===== config.mk =====
export PLATFORM = sky130hd
export DESIGN_NAME = serial_adder_controller
export DESIGN_NICKNAME = d
export VERILOG_FILES = /design/src/rtl/arith_pkg.sv /design/src/rtl/full_adder_gatelevel_module.sv /design/src/rtl/serial_adder_controller.sv
export SDC_FILE = /design/constraint.sdc
export NUM_CORES = 1
export LEC_CHECK = 0
export ABC_AREA = 1
export CORE_ASPECT_RATIO = 0.7
export CORE_MARGIN = 3
export CORE_UTILIZATION = 54
export CTS_CLUSTER_DIAMETER = 150
export DETAILED_ROUTE_END_ITERATION = 16
export GPL_TIMING_DRIVEN = 0
export MAX_ROUTING_LAYER = met4
export PLACE_DENSITY_LB_ADDON = 0.3
export SLEW_MARGIN = 5
export SYNTH_ARGS = -nofsm -noshare
export SYNTH_HDL_FRONTEND = slang
export SYNTH_SLANG_ARGS = --single-unit

===== constraint.sdc =====
create_clock -name clk -period 3.25 [get_ports clk]
set_input_delay 0.325 -clock clk [delete_from_list [all_inputs] [get_ports clk]]
set_output_delay 0.325 -clock clk [all_outputs]
set_load 0.005 [all_outputs]

===== src/rtl/arith_pkg.sv =====
// Shared arithmetic datapath definitions: serial adder FSM encoding and default width.
package arith_pkg;

  typedef enum logic [1:0] {
    ST_IDLE = 2'b00,
    ST_RUN  = 2'b01,
    ST_DONE = 2'b10
  } serial_state_t;

  localparam int SERIAL_WIDTH = 8;

endpackage


===== src/rtl/full_adder_gatelevel_module.sv =====
// One-bit full adder built from gate primitives; the per-bit cell of the serial adder.
module full_adder_gatelevel_module (
  input  logic a,
  input  logic b,
  input  logic cin,
  output logic sum,
  output logic cout
);

  logic ab_x;
  logic ab_a;
  logic cx_a;

  xor g_x0 (ab_x, a, b);
  xor g_x1 (sum, ab_x, cin);
  and g_a0 (ab_a, a, b);
  and g_a1 (cx_a, ab_x, cin);
  or  g_o0 (cout, ab_a, cx_a);

endmodule


===== src/rtl/serial_adder_controller.sv =====
// Bit-serial WIDTH-bit adder: one full adder reused LSB-first, carry held in a flop,
// operands in and result out over valid/ready handshakes.
module serial_adder_controller
  import arith_pkg::*;
#(
  parameter  int WIDTH = SERIAL_WIDTH,
  localparam int CNT_W = $clog2(WIDTH)
) (
  input  logic             clk,
  input  logic             reset_n,
  input  logic             in_valid,
  output logic             in_ready,
  input  logic [WIDTH-1:0] a,
  input  logic [WIDTH-1:0] b,
  input  logic             cin,
  input  logic             flush,
  output logic             out_valid,
  input  logic             out_ready,
  output logic [WIDTH-1:0] sum,
  output logic             cout,
  output logic             overflow,
  output logic             busy
);

  localparam logic [CNT_W-1:0] LAST_BIT = CNT_W'(WIDTH - 1);

  serial_state_t    state;
  logic [WIDTH-1:0] a_sh;
  logic [WIDTH-1:0] b_sh;
  logic [WIDTH-1:0] sum_sh;
  logic [CNT_W-1:0] cnt;
  logic             carry;
  logic             c_msb;
  logic             out_valid_r;
  logic             busy_r;
  logic             fa_sum;
  logic             fa_cout;

  full_adder_gatelevel_module u_fa (
    .a    (a_sh[0]),
    .b    (b_sh[0]),
    .cin  (carry),
    .sum  (fa_sum),
    .cout (fa_cout)
  );

  always_ff @(posedge clk or negedge reset_n) begin
    if (!reset_n) begin
      state       <= ST_IDLE;
      a_sh        <= '0;
      b_sh        <= '0;
      sum_sh      <= '0;
      cnt         <= '0;
      carry       <= 1'b0;
      c_msb       <= 1'b0;
      out_valid_r <= 1'b0;
      busy_r      <= 1'b0;
    end else begin
      case (state)
        ST_IDLE: begin
          // flush outranks in_valid so an abort can never race a new accept
          if (in_valid && !flush) begin
            a_sh   <= a;
            b_sh   <= b;
            carry  <= cin;
            cnt    <= '0;
            sum_sh <= '0;
            busy_r <= 1'b1;
            state  <= ST_RUN;
          end
        end
        ST_RUN: begin
          if (flush) begin
            busy_r <= 1'b0;
            state  <= ST_IDLE;
          end else begin
            a_sh   <= a_sh >> 1;
            b_sh   <= b_sh >> 1;
            sum_sh <= {fa_sum, sum_sh[WIDTH-1:1]};
            carry  <= fa_cout;
            cnt    <= cnt + 1'b1;
            // carry into the MSB is kept so overflow can be formed against cout
            if (cnt == LAST_BIT) begin
              c_msb       <= carry;
              out_valid_r <= 1'b1;
              state       <= ST_DONE;
            end
          end
        end
        ST_DONE: begin
          if (flush || out_ready) begin
            out_valid_r <= 1'b0;
            busy_r      <= 1'b0;
            state       <= ST_IDLE;
          end
        end
        default: begin
          out_valid_r <= 1'b0;
          busy_r      <= 1'b0;
          state       <= ST_IDLE;
        end
      endcase
    end
  end

  assign in_ready  = (state == ST_IDLE);
  assign out_valid = out_valid_r;
  assign busy      = busy_r;
  assign sum       = sum_sh;
  assign cout      = carry;
  assign overflow  = c_msb ^ carry;

endmodule


==> metrics.log <==
[metrics] outcome: finished, final reports clean
[metrics] cts repair resizes: 0
[metrics] number of nets still failing antenna checks after routing: 0
[metrics] initial cell density of the core: 61.3%
[metrics] IO Port Bufs: 34
[metrics] TritonCTS buffer count: 5
[metrics] average detailed-routed wire length per instance: 13.1 um
[metrics] worst clock skew: 0.00489 ns
[metrics] switching power: 348 uW
[metrics] data arrival time of the worst path: 1.43 ns
[metrics] via count: 1496
[metrics] setup TNS: 0 ns
[metrics] wire length of the first global-routing pass: 6530 um
[metrics] total of flip-flops plus latches after synthesis: 33
[metrics] number of setup violations in the final report: 0
[metrics] buffers inserted by post-CTS timing repair: 0
[metrics] global placer's final weighted congestion: 0.849
[metrics] Hold Worst Slack: 0.0813 ns
[metrics] P&R area growth vs syn: 28.4%
[metrics] antenna cell count: 0
[metrics] DR pass1 iterations: 4
[metrics] number of antenna violations at the first check in global routing: 0
[metrics] Worst Setup End Kind: primary output
[metrics] setup repair after global routing missed its margin: false
[metrics] area of all placed cells without fillers: 2080 um2
[metrics] worst-path cell chain: nor2_4 > clkdlybuf4s50_1
[metrics] die height: 51.8 um
[metrics] fin crit period: 1.76 ns
[metrics] Max Fanout on Critical Path: 5
[metrics] share of total power in sequential cells: 48.1%
[metrics] final period utilization: 54.1%
[metrics] post-placement cell area: 2000 um2
[metrics] final core utilization: 78.7%
[metrics] maximum ir drop on the vdd rail: 0.464 mV
[metrics] vias in the first global route: 1408
[metrics] number of max-slew violations in the final report: 0
[metrics] Routed Wire Length: 3680 um
[metrics] R2R setup slack: 1.91 ns
[metrics] post-synthesis net count: 229
[metrics] Buffers & Inverters on Critical Path: 1
[metrics] worst min-delay path class: in2async
[metrics] number of placed I/O pins: 35
[metrics] cell at the root of the clock tree: clkbuf_8
[metrics] endpoint of the most critical setup path: in_ready
[metrics] number of cells on the worst reg-to-reg path: 6
[metrics] number of synthesis warnings: 0
[metrics] critical register-to-register path endpoint: a_sh[6]$_DFFE_PN0P_
[metrics] clk sinks: 33
[metrics] RR Startpoint: state[1]$_DFFE_PN0P_
[metrics] required time at the endpoint of the critical path: 2.92 ns
[metrics] full die area: 3710 um2
[metrics] number of buffers between clock root and the deepest sink: 2
[metrics] Slew @ Worst Pin: 0.714 ns
[metrics] total congestion overflow after global routing: 0
[metrics] drt first-iter violations: 134
[metrics] Maximum Capacitance Violations: 0
[metrics] Crit Path Class: reg2out
[metrics] number of cells on the critical path: 2
[metrics] number of unique standard cell types used by synthesis: 18
[metrics] fill cell count: 197
[metrics] element type at the critical path start: flop
[metrics] drc violations: 0
[metrics] instance count of the mapped netlist: 204
[metrics] Max-Slew Margin vs Limit: 52.4%
[metrics] combinational power share: 25.2%
[metrics] Max H-tree Level: 2
[metrics] FMAX: 0.569 GHz
[metrics] fraction of layout cells with a size suffix above 1: 9.76%
[metrics] longest individual stage delay on the worst path: 0.52 ns
[metrics] number of failing hold endpoints at the final stage: 0
[metrics] share of synthesized area occupied by flip-flops and latches: 50.9%
[metrics] per-cell via count in the routed design: 5.34
[metrics] pin count of the biggest net entering global routing: 34
[metrics] part of the power in the clock network: 26.7%
[metrics] post-DP HPWL: 2600 um
[metrics] Critical Path Start: state[0]$_DFFE_PN0P_
[metrics] Final Net Count: 270
[metrics] clock tree from TritonCTS: built
[metrics] Chip Width: 71.5 um
[metrics] Slowest cell on crit path: clkdlybuf4s50_1
[metrics] CP top delay family: buffers and inverters
[metrics] area of the core region: 2650 um2
[metrics] Syn Area/Cell: 7.95 um2
[metrics] leakage: 0.00111 uW
[metrics] clock network latency to the later pin of the worst-skew pair: 0.29 ns
[metrics] CTS Hold Buffers Added: 0
[metrics] GR Util All Layers: 23.8%
[metrics] clock slew at the register clock pins of the worst setup and hold paths: 0.07 ns
[metrics] ratio of total power to cell area: 540 nW/um2
[metrics] Internal Power: 777 uW
[metrics] Cell Area, Synth: 1620 um2
[metrics] net switching fraction of the power: 30.9%
[metrics] Cell Rows: 15
-- cell type report --
| type | instances | area (um2) | area share, % |
|---|---|---|---|
| plain buffers | 12 | 70.1 | 3.37 |
| well taps | 34 | 42.5 | 2.04 |
| clock inverters | 2 | 10.0 | 0.481 |
| clock buffers | 6 | 72.6 | 3.49 |
| repair buffers | 34 | 335 | 16.1 |
| flip-flops and latches | 33 | 826 | 39.7 |
| inverters | 10 | 37.5 | 1.80 |
| multi-input cells | 149 | 688 | 33.1 |
-- cell usage after synthesis --
library cell  count  area [um2]
nand4_1           9        56.3
fa_1              1        20.0
clkbuf_1          1        3.75
nor2_4            1        11.3
nand2_2           2        12.5
inv_1             9        33.8
inv_2             1        3.75
nand3_1          32         160
nand3_2           1        10.0
buf_2             8        40.0
buf_4             2        15.0
xor2_1            1        8.76
dfrtp_1          33         826
nand2_1          91         342
o21ai_0           7        35.0
nor2_1            2        7.51
ha_1              2        25.0
buf_6             1        11.3
-- kinds of logic (layout without fill, tap and decap cells) --
family / Yosys count / count (layout) / synth area share, %
xor gates and xnor gates: 1 / 1 / 0.540
DFF: 33 / 33 / 50.9
AOI/OAI and AO/OA: 7 / 7 / 2.16
buffers and inverters: 22 / 64 / 6.63
and+or+nand+nor: 138 / 138 / 37.0
adders and majority gates: 3 / 3 / 2.78
-- power by group through the flow --
stage                     clock network (uW)  logic [uW]  registers (uW)
final                                    301         283             541
after global routing                     314         326             553
after global placement                     0         275             545
after floorplan                            0         159             539
after CTS                                300         285             541
after detailed placement                   0         281             548
-- metal layers --
| metal | track usage, % | routed length, um | part of all wire [%] |
|---|---|---|---|
| met4 | 7.50 | 57 | 1.5 |
| met1 | 32.3 | 1670 | 45 |
| met5 | - | 0 | 0 |
| met3 | 5.79 | 329 | 8.9 |
| met2 | 35.5 | 1620 | 44 |
-- placed cells by master, fill, tap and decap left out --
cell,netlist,layout
buf_4,2,2
xor2_1,1,1
ha_1,2,2
nand2_2,2,2
nand3_2,1,1
clkbuf_8,0,5
nand3_1,32,32
nor2_1,2,2
clkinv_2,0,2
clkbuf_1,1,2
inv_1,9,9
nand2_1,91,91
nor2_4,1,1
buf_2,8,9
dfrtp_1,33,33
o21ai_0,7,7
nand4_1,9,9
inv_2,1,1
buf_6,1,1
clkdlybuf4s50_1,0,33
fa_1,1,1
-- state kept, by name, indices dropped and copies added (netlist names) --
signal	flops
a_sh	8
b_sh	8
busy	1
c_msb	1
cnt	3
cout	1
out_valid	1
state	2
sum	8
-- worst register-to-register path, cell delays in order (launching register included) --
cell and delay [ns]:
dfrtp_1 0.43, inv_1 0.12, nand3_1 0.18, nand2_2 0.21, buf_4 0.20, nand2_1 0.08
nand2_1 0.07
-- worst min-delay path by stage --
stage	cells past startpoint	endpoint	startpoint
4_1_cts	1	c_msb$_DFFE_PN0P_	reset_n
3_5_place_dp	1	busy$_DFFE_PN0P_	reset_n
6_report	1	c_msb$_DFFE_PN0P_	reset_n
2_1_floorplan	0	a_sh[0]$_DFFE_PN0P_	reset_n
3_3_place_gp	2	busy$_DFFE_PN0P_	busy$_DFFE_PN0P_
5_1_grt	1	b_sh[4]$_DFFE_PN0P_	reset_n
-- metrics by stage --
step,setup WS (ns),cells,total power (uW)
4_1_cts,1.49,280,1130
3_3_place_gp,1.21,272,820
6_report,1.49,280,1130
3_5_place_dp,1.52,272,828
2_1_floorplan,2.05,204,698
5_1_grt,1.44,280,1190
(Power assumes the default switching activity.)
